**src/rtl/mem_access_stage_if.sv**
```systemverilog
// mem_access_stage_if
// Data-memory req/ack port between the memory-access stage and the data memory.
//   mem_req   : request held high until the cycle ack is seen
//   mem_we    : 1 = store, 0 = load
//   mem_addr  : word-aligned byte address
//   mem_wdata : store data, replicated across the byte lanes
//   mem_wmask : byte enables (zero for loads)
//   mem_ack   : transaction complete; mem_rdata valid in the same cycle
//   mem_rdata : full 32-bit word read from memory
interface mem_access_stage_if #(
  parameter int DWIDTH = 32
);
  logic              mem_req;
  logic              mem_we;
  logic [DWIDTH-1:0] mem_addr;
  logic [DWIDTH-1:0] mem_wdata;
  logic [3:0]        mem_wmask;
  logic              mem_ack;
  logic [DWIDTH-1:0] mem_rdata;

  modport master (
    output mem_req, mem_we, mem_addr, mem_wdata, mem_wmask,
    input  mem_ack, mem_rdata
  );

  modport slave (
    input  mem_req, mem_we, mem_addr, mem_wdata, mem_wmask,
    output mem_ack, mem_rdata
  );
endinterface

```
**src/rtl/mem_access_stage.sv**
```systemverilog
// mem_access_stage
// RV32I memory-access stage. It forms the effective address and runs one
// req/ack transaction per load or store. Load data is lane-aligned and then
// extended. Every other instruction is forwarded to writeback one cycle later.
// While a transaction is outstanding (state WAIT) the stage stalls upstream.
// Ports:
//   me_clk, me_rst           : clock, synchronous active-high reset
//   me_i_*                   : instruction and operands from execute
//   me_o_ce/we/addr_rd/...   : writeback outputs (ce/we/exc are 1-cycle pulses)
//   me_o_stall               : high in every WAIT cycle
//   mem                      : data-memory port (master side)
module mem_access_stage #(
  parameter int AWIDTH       = 5,
  parameter int DWIDTH       = 32,
  parameter int FUNCT_WIDTH  = 3,
  parameter int PC_WIDTH     = 32,
  parameter int OPCODE_WIDTH = 7,
  parameter logic [OPCODE_WIDTH-1:0] OP_LOAD  = 7'b0000011,
  parameter logic [OPCODE_WIDTH-1:0] OP_STORE = 7'b0100011
) (
  input  logic                    me_clk,
  input  logic                    me_rst,
  input  logic                    me_i_ce,
  input  logic                    me_i_flush,
  input  logic [OPCODE_WIDTH-1:0] me_i_opcode,
  input  logic [FUNCT_WIDTH-1:0]  me_i_funct3,
  input  logic [DWIDTH-1:0]       me_i_data_rs1,
  input  logic [DWIDTH-1:0]       me_i_data_rs2,
  input  logic [11:0]             me_i_imm,
  input  logic [AWIDTH-1:0]       me_i_addr_rd,
  input  logic [DWIDTH-1:0]       me_i_data_rd,
  input  logic                    me_i_we,
  input  logic [PC_WIDTH-1:0]     me_i_pc,
  output logic                    me_o_ce,
  output logic [AWIDTH-1:0]       me_o_addr_rd,
  output logic [DWIDTH-1:0]       me_o_data_rd,
  output logic                    me_o_we,
  output logic [PC_WIDTH-1:0]     me_o_pc,
  output logic                    me_o_exc,
  output logic                    me_o_stall,
  mem_access_stage_if.master      mem
);

  typedef enum logic {S_IDLE, S_WAIT} state_t;

  state_t state_q, state_d;

  logic              req_q, req_d;
  logic              mem_we_q, mem_we_d;
  logic [DWIDTH-1:0] mem_addr_q, mem_addr_d;
  logic [DWIDTH-1:0] wdata_q, wdata_d;
  logic [3:0]        wmask_q, wmask_d;
  logic              is_load_q, is_load_d;
  logic [FUNCT_WIDTH-1:0] funct3_q, funct3_d;
  logic [1:0]        ea_lo_q, ea_lo_d;
  logic [AWIDTH-1:0] rd_q, rd_d;
  logic [PC_WIDTH-1:0] pc_q, pc_d;

  logic                o_ce_q, o_ce_d;
  logic                o_we_q, o_we_d;
  logic                o_exc_q, o_exc_d;
  logic [AWIDTH-1:0]   o_rd_q, o_rd_d;
  logic [DWIDTH-1:0]   o_data_q, o_data_d;
  logic [PC_WIDTH-1:0] o_pc_q, o_pc_d;

  logic [DWIDTH-1:0] ea;
  logic              is_load, is_store, legal, aligned;
  logic [3:0]        st_wmask;
  logic [DWIDTH-1:0] st_wdata;
  logic [DWIDTH-1:0] lane;
  logic [DWIDTH-1:0] load_val;

  assign ea       = me_i_data_rs1 + {{(DWIDTH-12){me_i_imm[11]}}, me_i_imm};
  assign is_load  = (me_i_opcode == OP_LOAD);
  assign is_store = (me_i_opcode == OP_STORE);

  always_comb begin
    legal = 1'b0;
    if (is_load) begin
      legal = (me_i_funct3 == 3'b000) || (me_i_funct3 == 3'b001) ||
              (me_i_funct3 == 3'b010) || (me_i_funct3 == 3'b100) ||
              (me_i_funct3 == 3'b101);
    end else if (is_store) begin
      legal = (me_i_funct3 == 3'b000) || (me_i_funct3 == 3'b001) ||
              (me_i_funct3 == 3'b010);
    end
  end

  // funct3[1:0] encodes the access size for both loads and stores.
  always_comb begin
    aligned = 1'b1;
    if (me_i_funct3[1:0] == 2'b01) aligned = (ea[0] == 1'b0);
    if (me_i_funct3[1:0] == 2'b10) aligned = (ea[1:0] == 2'b00);
  end

  always_comb begin
    st_wmask = 4'b0000;
    if (is_store) begin
      case (me_i_funct3[1:0])
        2'b00:   st_wmask = 4'b0001 << ea[1:0];
        2'b01:   st_wmask = 4'b0011 << {ea[1], 1'b0};
        default: st_wmask = 4'b1111;
      endcase
    end
  end

  // Store data replicated per byte lane so the mask alone selects the bytes.
  generate
    for (genvar gi = 0; gi < 4; gi++) begin : g_lane
      localparam int HB = (gi % 2) * 8;
      assign st_wdata[8*gi +: 8] =
        (me_i_funct3[1:0] == 2'b00) ? me_i_data_rs2[7:0]  :
        (me_i_funct3[1:0] == 2'b01) ? me_i_data_rs2[HB +: 8] :
                                      me_i_data_rs2[8*gi +: 8];
    end
  endgenerate

  assign lane = mem.mem_rdata >> {ea_lo_q, 3'b000};

  always_comb begin
    case (funct3_q)
      3'b000:  load_val = {{(DWIDTH-8){lane[7]}}, lane[7:0]};
      3'b001:  load_val = {{(DWIDTH-16){lane[15]}}, lane[15:0]};
      3'b100:  load_val = {{(DWIDTH-8){1'b0}}, lane[7:0]};
      3'b101:  load_val = {{(DWIDTH-16){1'b0}}, lane[15:0]};
      default: load_val = lane;
    endcase
  end

  always_comb begin
    state_d    = state_q;
    req_d      = req_q;
    mem_we_d   = mem_we_q;
    mem_addr_d = mem_addr_q;
    wdata_d    = wdata_q;
    wmask_d    = wmask_q;
    is_load_d  = is_load_q;
    funct3_d   = funct3_q;
    ea_lo_d    = ea_lo_q;
    rd_d       = rd_q;
    pc_d       = pc_q;
    o_ce_d     = 1'b0;
    o_we_d     = 1'b0;
    o_exc_d    = 1'b0;
    o_rd_d     = o_rd_q;
    o_data_d   = o_data_q;
    o_pc_d     = o_pc_q;

    case (state_q)
      S_IDLE: begin
        if (me_i_ce && !me_i_flush) begin
          if (is_load || is_store) begin
            if (legal && aligned) begin
              state_d    = S_WAIT;
              req_d      = 1'b1;
              mem_we_d   = is_store;
              mem_addr_d = {ea[DWIDTH-1:2], 2'b00};
              wdata_d    = is_store ? st_wdata : '0;
              wmask_d    = st_wmask;
              is_load_d  = is_load;
              funct3_d   = me_i_funct3;
              ea_lo_d    = ea[1:0];
              rd_d       = me_i_addr_rd;
              pc_d       = me_i_pc;
            end else begin
              o_exc_d = 1'b1;
              o_pc_d  = me_i_pc;
            end
          end else begin
            o_ce_d   = 1'b1;
            o_we_d   = me_i_we && (me_i_addr_rd != '0);
            o_rd_d   = me_i_addr_rd;
            o_data_d = me_i_data_rd;
            o_pc_d   = me_i_pc;
          end
        end
      end
      S_WAIT: begin
        // Flush is deliberately not looked at here: the access must retire.
        if (mem.mem_ack) begin
          state_d  = S_IDLE;
          req_d    = 1'b0;
          mem_we_d = 1'b0;
          wmask_d  = 4'b0000;
          o_ce_d   = 1'b1;
          o_rd_d   = rd_q;
          o_pc_d   = pc_q;
          if (is_load_q) begin
            o_data_d = load_val;
            o_we_d   = (rd_q != '0);
          end
        end
      end
      default: state_d = S_IDLE;
    endcase
  end

  always_ff @(posedge me_clk) begin
    if (me_rst) begin
      state_q    <= S_IDLE;
      req_q      <= 1'b0;
      mem_we_q   <= 1'b0;
      mem_addr_q <= '0;
      wdata_q    <= '0;
      wmask_q    <= 4'b0000;
      is_load_q  <= 1'b0;
      funct3_q   <= '0;
      ea_lo_q    <= 2'b00;
      rd_q       <= '0;
      pc_q       <= '0;
      o_ce_q     <= 1'b0;
      o_we_q     <= 1'b0;
      o_exc_q    <= 1'b0;
      o_rd_q     <= '0;
      o_data_q   <= '0;
      o_pc_q     <= '0;
    end else begin
      state_q    <= state_d;
      req_q      <= req_d;
      mem_we_q   <= mem_we_d;
      mem_addr_q <= mem_addr_d;
      wdata_q    <= wdata_d;
      wmask_q    <= wmask_d;
      is_load_q  <= is_load_d;
      funct3_q   <= funct3_d;
      ea_lo_q    <= ea_lo_d;
      rd_q       <= rd_d;
      pc_q       <= pc_d;
      o_ce_q     <= o_ce_d;
      o_we_q     <= o_we_d;
      o_exc_q    <= o_exc_d;
      o_rd_q     <= o_rd_d;
      o_data_q   <= o_data_d;
      o_pc_q     <= o_pc_d;
    end
  end

  assign me_o_stall    = (state_q == S_WAIT);
  assign me_o_ce       = o_ce_q;
  assign me_o_we       = o_we_q;
  assign me_o_exc      = o_exc_q;
  assign me_o_addr_rd  = o_rd_q;
  assign me_o_data_rd  = o_data_q;
  assign me_o_pc       = o_pc_q;
  assign mem.mem_req   = req_q;
  assign mem.mem_we    = mem_we_q;
  assign mem.mem_addr  = mem_addr_q;
  assign mem.mem_wdata = wdata_q;
  assign mem.mem_wmask = wmask_q;

endmodule

```
**src/flat_wrapper.sv**
```systemverilog
// flat-port wrapper written by rule: the top's interface ports become plain ports
module mem_access_stage_flat 
#(
  parameter int AWIDTH       = 5,
  parameter int DWIDTH       = 32,
  parameter int FUNCT_WIDTH  = 3,
  parameter int PC_WIDTH     = 32,
  parameter int OPCODE_WIDTH = 7,
  parameter logic [OPCODE_WIDTH-1:0] OP_LOAD  = 7'b0000011,
  parameter logic [OPCODE_WIDTH-1:0] OP_STORE = 7'b0100011
)
  (me_clk, me_rst, me_i_ce, me_i_flush, me_i_opcode, me_i_funct3, me_i_data_rs1, me_i_data_rs2, me_i_imm, me_i_addr_rd, me_i_data_rd, me_i_we, me_i_pc, me_o_ce, me_o_addr_rd, me_o_data_rd, me_o_we, me_o_pc, me_o_exc, me_o_stall, mem_mem_req, mem_mem_we, mem_mem_addr, mem_mem_wdata, mem_mem_wmask, mem_mem_ack, mem_mem_rdata);
  mem_access_stage_if #(.DWIDTH(DWIDTH)) mem_i ();
  input  logic me_clk;
  input  logic me_rst;
  input  logic me_i_ce;
  input  logic me_i_flush;
  input  logic [OPCODE_WIDTH-1:0] me_i_opcode;
  input  logic [FUNCT_WIDTH-1:0] me_i_funct3;
  input  logic [DWIDTH-1:0] me_i_data_rs1;
  input  logic [DWIDTH-1:0] me_i_data_rs2;
  input  logic [11:0] me_i_imm;
  input  logic [AWIDTH-1:0] me_i_addr_rd;
  input  logic [DWIDTH-1:0] me_i_data_rd;
  input  logic me_i_we;
  input  logic [PC_WIDTH-1:0] me_i_pc;
  output logic me_o_ce;
  output logic [AWIDTH-1:0] me_o_addr_rd;
  output logic [DWIDTH-1:0] me_o_data_rd;
  output logic me_o_we;
  output logic [PC_WIDTH-1:0] me_o_pc;
  output logic me_o_exc;
  output logic me_o_stall;
  output wire logic [$bits(mem_i.mem_req)-1:0] mem_mem_req;
  output wire logic [$bits(mem_i.mem_we)-1:0] mem_mem_we;
  output wire logic [$bits(mem_i.mem_addr)-1:0] mem_mem_addr;
  output wire logic [$bits(mem_i.mem_wdata)-1:0] mem_mem_wdata;
  output wire logic [$bits(mem_i.mem_wmask)-1:0] mem_mem_wmask;
  input wire logic [$bits(mem_i.mem_ack)-1:0] mem_mem_ack;
  input wire logic [$bits(mem_i.mem_rdata)-1:0] mem_mem_rdata;
  assign mem_mem_req = mem_i.mem_req;
  assign mem_mem_we = mem_i.mem_we;
  assign mem_mem_addr = mem_i.mem_addr;
  assign mem_mem_wdata = mem_i.mem_wdata;
  assign mem_mem_wmask = mem_i.mem_wmask;
  assign mem_i.mem_ack = mem_mem_ack;
  assign mem_i.mem_rdata = mem_mem_rdata;
  mem_access_stage #(.AWIDTH(AWIDTH), .DWIDTH(DWIDTH), .FUNCT_WIDTH(FUNCT_WIDTH), .PC_WIDTH(PC_WIDTH), .OPCODE_WIDTH(OPCODE_WIDTH), .OP_LOAD(OP_LOAD), .OP_STORE(OP_STORE)) u_core (.me_clk(me_clk), .me_rst(me_rst), .me_i_ce(me_i_ce), .me_i_flush(me_i_flush), .me_i_opcode(me_i_opcode), .me_i_funct3(me_i_funct3), .me_i_data_rs1(me_i_data_rs1), .me_i_data_rs2(me_i_data_rs2), .me_i_imm(me_i_imm), .me_i_addr_rd(me_i_addr_rd), .me_i_data_rd(me_i_data_rd), .me_i_we(me_i_we), .me_i_pc(me_i_pc), .me_o_ce(me_o_ce), .me_o_addr_rd(me_o_addr_rd), .me_o_data_rd(me_o_data_rd), .me_o_we(me_o_we), .me_o_pc(me_o_pc), .me_o_exc(me_o_exc), .me_o_stall(me_o_stall), .mem(mem_i));
endmodule
```
**config.mk**
```make
export PLATFORM = sky130hd
export DESIGN_NAME = mem_access_stage_flat
export DESIGN_NICKNAME = d
export VERILOG_FILES = /design/src/rtl/mem_access_stage_if.sv /design/src/rtl/mem_access_stage.sv /design/src/flat_wrapper.sv
export SDC_FILE = /design/constraint.sdc
export NUM_CORES = 1
export LEC_CHECK = 0
export BUFFER_PORTS_ARGS = -buffer_cell sky130_fd_sc_hd__buf_2
export CORE_MARGIN = 2
export CORE_UTILIZATION = 51
export DETAILED_ROUTE_END_ITERATION = 12
export GPL_ROUTABILITY_DRIVEN = 1
export PLACE_DENSITY = 0.81
export SLEW_MARGIN = 10
export SYNTH_ARGS = -nofsm -noshare
export SYNTH_HDL_FRONTEND = slang
export SYNTH_SLANG_ARGS = --single-unit
```
**constraint.sdc**
```tcl
create_clock -name me_clk -period 3.9 [get_ports me_clk]
set_input_delay 0.585 -clock me_clk [delete_from_list [all_inputs] [get_ports me_clk]]
set_output_delay 0.585 -clock me_clk [all_outputs]
set_load 0.005 [all_outputs]
```
==> flow_summary.json, run 1 <==
{
  "status": "finished clean",
  "die_area_sq_mm": 0.0199,
  "critical_path.cell_chain": "buf_2 -> ha_1 -> inv_1 -> fa_1 -> nand2b_1 -> a21oi_1 -> o211ai_1 -> nand3_1 -> nand2_2 -> buf_12 -> nor2_1 -> a211oi_1",
  "synth_cell_types": 69,
  "finalSetupTns_ps": 0,
  "drive_above_1_share": 0.287,
  "swShare": 0.280,
  "crit_start": "me_i_data_rs1[0]",
  "crit_fanout": 42,
  "r2r-end": "u_core.me_o_data_rd[31]$_SDFFE_PP0P_",
  "ant_nets": 0,
  "antenna_found_initial": 3,
  "crit_required_ps": 4230,
  "slew_viol_final": 0,
  "die_x_um": 141,
  "wl_um": 30500,
  "synth-main-ff-cell": "dfxtp_1",
  "relSlewSlack": 0.333,
  "num_vias": 9722,
  "seqPwrFrac": 0.445,
  "start_util": 0.516,
  "post-cts-setup-buffers": 0,
  "seq_area_frac_synth": 0.385,
  "drc": 0,
  "io_pins": 336,
  "tightest_slew_ps": 1000,
  "async_reset_ff_frac": 0,
  "root_buffer": "clkbuf_16",
  "rrSetupSlack_ps": 1400,
  "cts_tree": "done",
  "internal_power_mw": 3.15,
  "clockBufferDepth": 2,
  "insertion_delay_ps": 430,
  "net-switching-power_mw": 1.22,
  "syn_avg_cell_area_sq_um": 8.22,
  "coreArea_sq_mm": 0.0185,
  "via_per_inst": 5.74,
  "max_cap_viol_count": 0,
  "area_growth_pct": 24.8,
  "cp.depth": 12,
  "leakagePower_nw": 5.06,
  "holdBufCountCts": 0,
  "finalCriticalPeriod_ps": 2910,
  "grt_pass1_vias": 9292,
  "fmax_ghz": 0.344,
  "multiInputGateArea_sq_mm": 0.00549,
  "syn_inst": 1163,
  "grt_max_degree": 99,
  "first_iter_violations": 617,
  "layout.nets": 1671,
  "overflow": 0,
  "pwr-share-clk": 0.402,
  "grt_pass1_wl_um": 47000,
  "hold_depth": 3,
  "regArea_sq_mm": 0.00369,
  "cpLargestDelayFamily": "simple AND/OR/NAND/NOR gates",
  "num_rows": 50,
  "post_drt_wl_per_cell_um": 18.0,
  "worstSetupPathType": "input port to flip-flop",
  "dp_hpwl_um": 22300,
  "finalHoldViolations": 0,
  "synth_area_sq_mm": 0.00956,
  "track_usage": 0.296,
  "die_h_um": 141,
  "crit_end": "u_core.me_o_pc[30]$_SDFFE_PP0P_",
  "cts.clk_slew.worst_paths_ps": 80,
  "crit_slowest_cell": "fa_1",
  "max_stage_delay_ps": 490,
  "crit_path_start_kind": "input port",
  "h-tree-depth": 4,
  "io_buffers": 333,
  "min_path_type": "input port to flip-flop",
  "synth_edf_count": 0,
  "report.final.setup_viol": 0,
  "cp_num_buf_inv": 3,
  "cp-end-kind": "flip-flop",
  "ctsResizeCount": 0,
  "ys_warn_count": 0,
  "worstRegToRegCells": 10,
  "cts_buffers": 17,
  "comb_power_share": 0.153,
  "p_per_area_mw_per_mm2": 367,
  "drtPass1Iterations": 6,
  "fin_skew_ps": 12.1,
  "cts.sinks": 184,
  "utilization": 0.644,
  "cp.arrival_ps": 3230,
  "place.gp.congestion": 0.913,
  "fillers": 1624,
  "period_share": 0.745,
  "regToRegStartpoint": "u_core.ea_lo_q[1]$_SDFFE_PP0P_",
  "vdd_drop_max_mv": 0.326,
  "ys_seq_elements": 184,
  "rsz0062_at_grt": "no"
}
-- power groups by stage --
stage	clock network (mW)	logic, mW	registers, mW
floorplan	0	0.392	1.99
global placement	0	0.650	1.99
detailed placement	0	0.659	1.99
CTS	1.78	0.664	1.94
global route	1.86	0.736	1.95
finish	1.76	0.668	1.94
-- worst register-to-register path: cells and delay by family (launching register included) --
kind,cells,cell delay [ps]
AOI/OAI and AO/OA,4,900
and+or+nand+nor,3,630
buffers and inverters,2,460
DFF,1,320
muxes,1,150
-- worst min path at each step --
stage                                         start                                    to  slack [ps]
6_report                                me_i_pc[24]          u_core.pc_q[24]$_SDFFE_PP0P_         390
3_5_place_dp   u_core.me_o_data_rd[15]$_SDFFE_PP0P_  u_core.me_o_data_rd[15]$_SDFFE_PP0P_         440
3_3_place_gp    u_core.me_o_data_rd[8]$_SDFFE_PP0P_   u_core.me_o_data_rd[8]$_SDFFE_PP0P_         440
5_1_grt                                 me_i_pc[16]          u_core.pc_q[16]$_SDFFE_PP0P_         390
2_1_floorplan           u_core.pc_q[0]$_SDFFE_PP0P_           u_core.pc_q[0]$_SDFFE_PP0P_         440
4_1_cts                                 me_i_pc[24]          u_core.pc_q[24]$_SDFFE_PP0P_         380
-- flip-flops by register name, summed over array words and instances (netlist names) --
signal	count
u_core.ea_lo_q	2
u_core.mem.mem_wmask	4
u_core.me_o_ce	1
u_core.funct3_q	3
u_core.me_o_exc	1
u_core.me_o_data_rd	32
u_core.mem.mem_wdata	32
u_core.me_o_we	1
u_core.me_o_stall	1
u_core.me_o_pc	32
u_core.mem.mem_req	1
u_core.mem.mem_we	1
u_core.mem.mem_addr	30
u_core.pc_q	32
u_core.rd_q	5
u_core.is_load_q	1
u_core.me_o_addr_rd	5
-- final cells by class --
type,instances,area share
multi-input cells,883,0.460
flip-flops and latches,184,0.309
repair buffers,348,0.152
clock buffers,19,0.0371
well taps,234,0.0245
clock inverters,13,0.0131
inverters,12,0.00378
diodes,2,0.000420
-- cells in the mapped netlist, drive strengths merged, types with 13 or more instances --
cell | number | area [sq um]
a21o | 19 | 144
o211ai | 15 | 113
clkbuf | 68 | 275
nand3 | 13 | 65.1
ha | 31 | 388
buf | 17 | 88.8
nor2 | 123 | 462
nor2b | 14 | 87.6
nor3 | 13 | 65.1
o21ai | 45 | 229
a21oi | 141 | 709
nand2 | 177 | 664
a22oi | 33 | 248
dfxtp | 184 | 3680
a211oi | 63 | 473
mux2 | 16 | 180
mux2i | 72 | 721
-- metal layers --
layer | share of wire | vias to the layer above | GRT usage
met5 | 0.00043 | - | 0
li1 | - | 4745 | -
met2 | 0.49 | 398 | 0.513
met4 | 0.040 | 2 | 0.141
met1 | 0.40 | 4497 | 0.351
met3 | 0.070 | 80 | 0.0618
-- cell families after synthesis --
logic type,count (synthesis),synth area share
DFF,184,0.385
buffers and inverters,97,0.0428
muxes,88,0.0943
other,1,0.000392
adders and majority gates,32,0.0427
xor gates and xnor gates,18,0.0165
AOI/OAI and AO/OA,359,0.245
and+or+nand+nor,384,0.173
-- layout by cell type (no fill, tap or decap), drive strengths merged, types with 31 or more instances in the layout --
cell,synthesis,routed
buf,17,348
dfxtp,184,184
nand2,177,177
a21oi,141,141
nor2,123,123
mux2i,72,72
a211oi,63,63
o21ai,45,45
a22oi,33,33
ha,31,31
-- stage by stage --
stage,worst slack [ps],hold WS (ps),power [mW],area [sq um],std cells
after floorplan,943,436,2.38,9560,1164
after global placement,652,438,2.64,11300,1661
after detailed placement,574,441,2.65,11300,1661
after CTS,1030,380,4.39,11900,1693
after global routing,819,390,4.54,11900,1695
final,995,392,4.37,11900,1695
Power figures use the tool's default switching activity.
==> inputs of run 2 (changes only) <==
- CORE_UTILIZATION: 51 -> 46
- PLACE_DENSITY: 0.81 -> 0.78
- clock period: 3.9 -> 2.4 ns (I/O delays scaled with it)
==> run 2 against run 1 <==
- sequential share of layout area is 2.1 points lower
- total power is 70% higher
- flip-flop and latch count stayed put
- worst hold slack worse by 220 ps
- critical path depth stayed put
- cell area is 7.4% higher
==> flow_summary.json, run 2 (synthesis results as in run 1) <==
{
  "layout.nets": 1764,
  "num_vias": 10100,
  "crit_required_ps": 2720,
  "tightest_slew_ps": 954,
  "drtPass1Iterations": 5,
  "finalCriticalPeriod_ps": 2320,
  "drive_above_1_share": 0.333,
  "slew_viol_final": 0,
  "cts.clk_slew.worst_paths_ps": 80,
  "area_growth_pct": 34.1,
  "cts_buffers": 17,
  "total_power_mw": 7.41,
  "worstSetupPathType": "input port to flip-flop",
  "final_cell_mix": "buf_2, dfxtp_1, nand2_1",
  "leakagePower_nw": 5.56,
  "first_iter_violations": 621,
  "cts.sinks": 184,
  "cp-end-kind": "flip-flop",
  "whs_ps": 168,
  "cts_tree": "done",
  "rsz0062_at_grt": "no",
  "wl_um": 31800,
  "crit_fanout": 4,
  "finalHoldViolations": 0,
  "vdd_drop_max_mv": 0.602,
  "via_per_inst": 5.52,
  "overflow": 0,
  "die_x_um": 148,
  "final_common_cell": "buf_2",
  "p_per_area_mw_per_mm2": 578,
  "antenna_found_initial": 4,
  "post-cts-setup-buffers": 0,
  "critical_path.cell_chain": "buf_2 -> ha_4 -> inv_2 -> fa_1 -> nor2b_1 -> o31a_2 -> o31ai_1 -> a211oi_2 -> o211ai_1 -> a211oi_1 -> mux2i_1 -> nand2_1",
  "die_area_sq_mm": 0.0219,
  "max_stage_delay_ps": 420,
  "grt_pass1_wl_um": 48700,
  "track_usage": 0.278,
  "finalSetupTns_ps": 0,
  "period_share": 0.967,
  "io_buffers": 333,
  "start_util": 0.471,
  "place.gp.congestion": 0.929,
  "grt_pass1_vias": 9561,
  "report.final.setup_viol": 0,
  "crit_slowest_cell": "fa_1",
  "ant_nets": 0,
  "crit_path_start_kind": "input port",
  "max_cap_viol_count": 0,
  "num_rows": 52,
  "post_drt_wl_per_cell_um": 17.4,
  "fin_skew_ps": 14.0,
  "cp.arrival_ps": 2640,
  "clockBufferDepth": 2,
  "io_pins": 336,
  "drc": 0,
  "relSlewSlack": 0.364,
  "utilization": 0.631,
  "h-tree-depth": 4,
  "fmax_ghz": 0.431,
  "holdBufCountCts": 0,
  "dp_hpwl_um": 24400,
  "die_h_um": 148,
  "root_buffer": "clkbuf_16",
  "min_path_type": "input port to flip-flop",
  "status": "finished clean",
  "coreArea_sq_mm": 0.0203,
  "grt_max_degree": 132,
  "insertion_delay_ps": 430
}
==> run 2: critical path: cells and delay by family <==
kind | cells | cell delay (ps)
buffers and inverters | 2 | 130
adder cells (fa/ha/maj) | 2 | 560
multiplexers | 1 | 220
AND/OR/NAND/NOR | 2 | 220
AO/OA/AOI/OAI | 5 | 1130
==> run 2: worst paths after layout <==
check	startpoint	endpoint	slack [ps]	depth (start not counted)
min	me_i_pc[8]	u_core.pc_q[8]$_SDFFE_PP0P_	170	3
max	me_i_data_rs1[0]	u_core.mem.mem_addr[26]$_SDFFE_PP0P_	80	12
min reg2reg	u_core.me_o_data_rd[14]$_SDFFE_PP0P_	u_core.me_o_data_rd[14]$_SDFFE_PP0P_	450	2
max reg2reg	u_core.ea_lo_q[0]$_SDFFE_PP0P_	u_core.me_o_data_rd[13]$_SDFFE_PP0P_	350	7
==> run 2: layout make-up <==
class / count / area, sq um
repair buffers: 441 / 2580
flip-flops and latches: 184 / 3690
clock inverters: 15 / 215
well taps: 270 / 338
diodes: 3 / 7.51
multi-input cells: 883 / 5510
inverters: 12 / 45.0
fillers: 1775 / 7490
clock buffers: 17 / 425
==> run 2: metrics by stage <==
step | setup slack, ps | instances | instance area, sq um
CTS | 124 | 1822 | 12800
detailed placement | -284 | 1790 | 12200
global placement | -272 | 1790 | 12200
floorplan | -186 | 1164 | 9590
finish | 78.7 | 1825 | 12800
global route | 15.8 | 1823 | 12800
==> run 2: where the power goes <==
part           total (mW)  internal (mW)  switching [mW]  leakage (nW)
Combinational        1.26          0.601           0.655          3.76
Sequential           3.16           3.12          0.0373          1.49
Clock                3.00           1.54            1.45         0.310
==> run 2: timing repair <==
action / CTS / global route
setup endpoints to repair: 0 / 1
endpoints found under the hold margin: 0 / 0
gates resized for setup: 0 / 1
==> run 2: layer usage <==
| layer | global-route usage | vias to the layer above | routed length [um] | part of all wire |
|---|---|---|---|---|
| met4 | 0.134 | 4 | 1440 | 0.045 |
| met3 | 0.0644 | 79 | 2290 | 0.072 |
| li1 | - | 4921 | - | - |
| met2 | 0.483 | 426 | 15400 | 0.48 |
| met1 | 0.322 | 4648 | 12600 | 0.40 |
| met5 | 0 | - | 30 | 0.00094 |
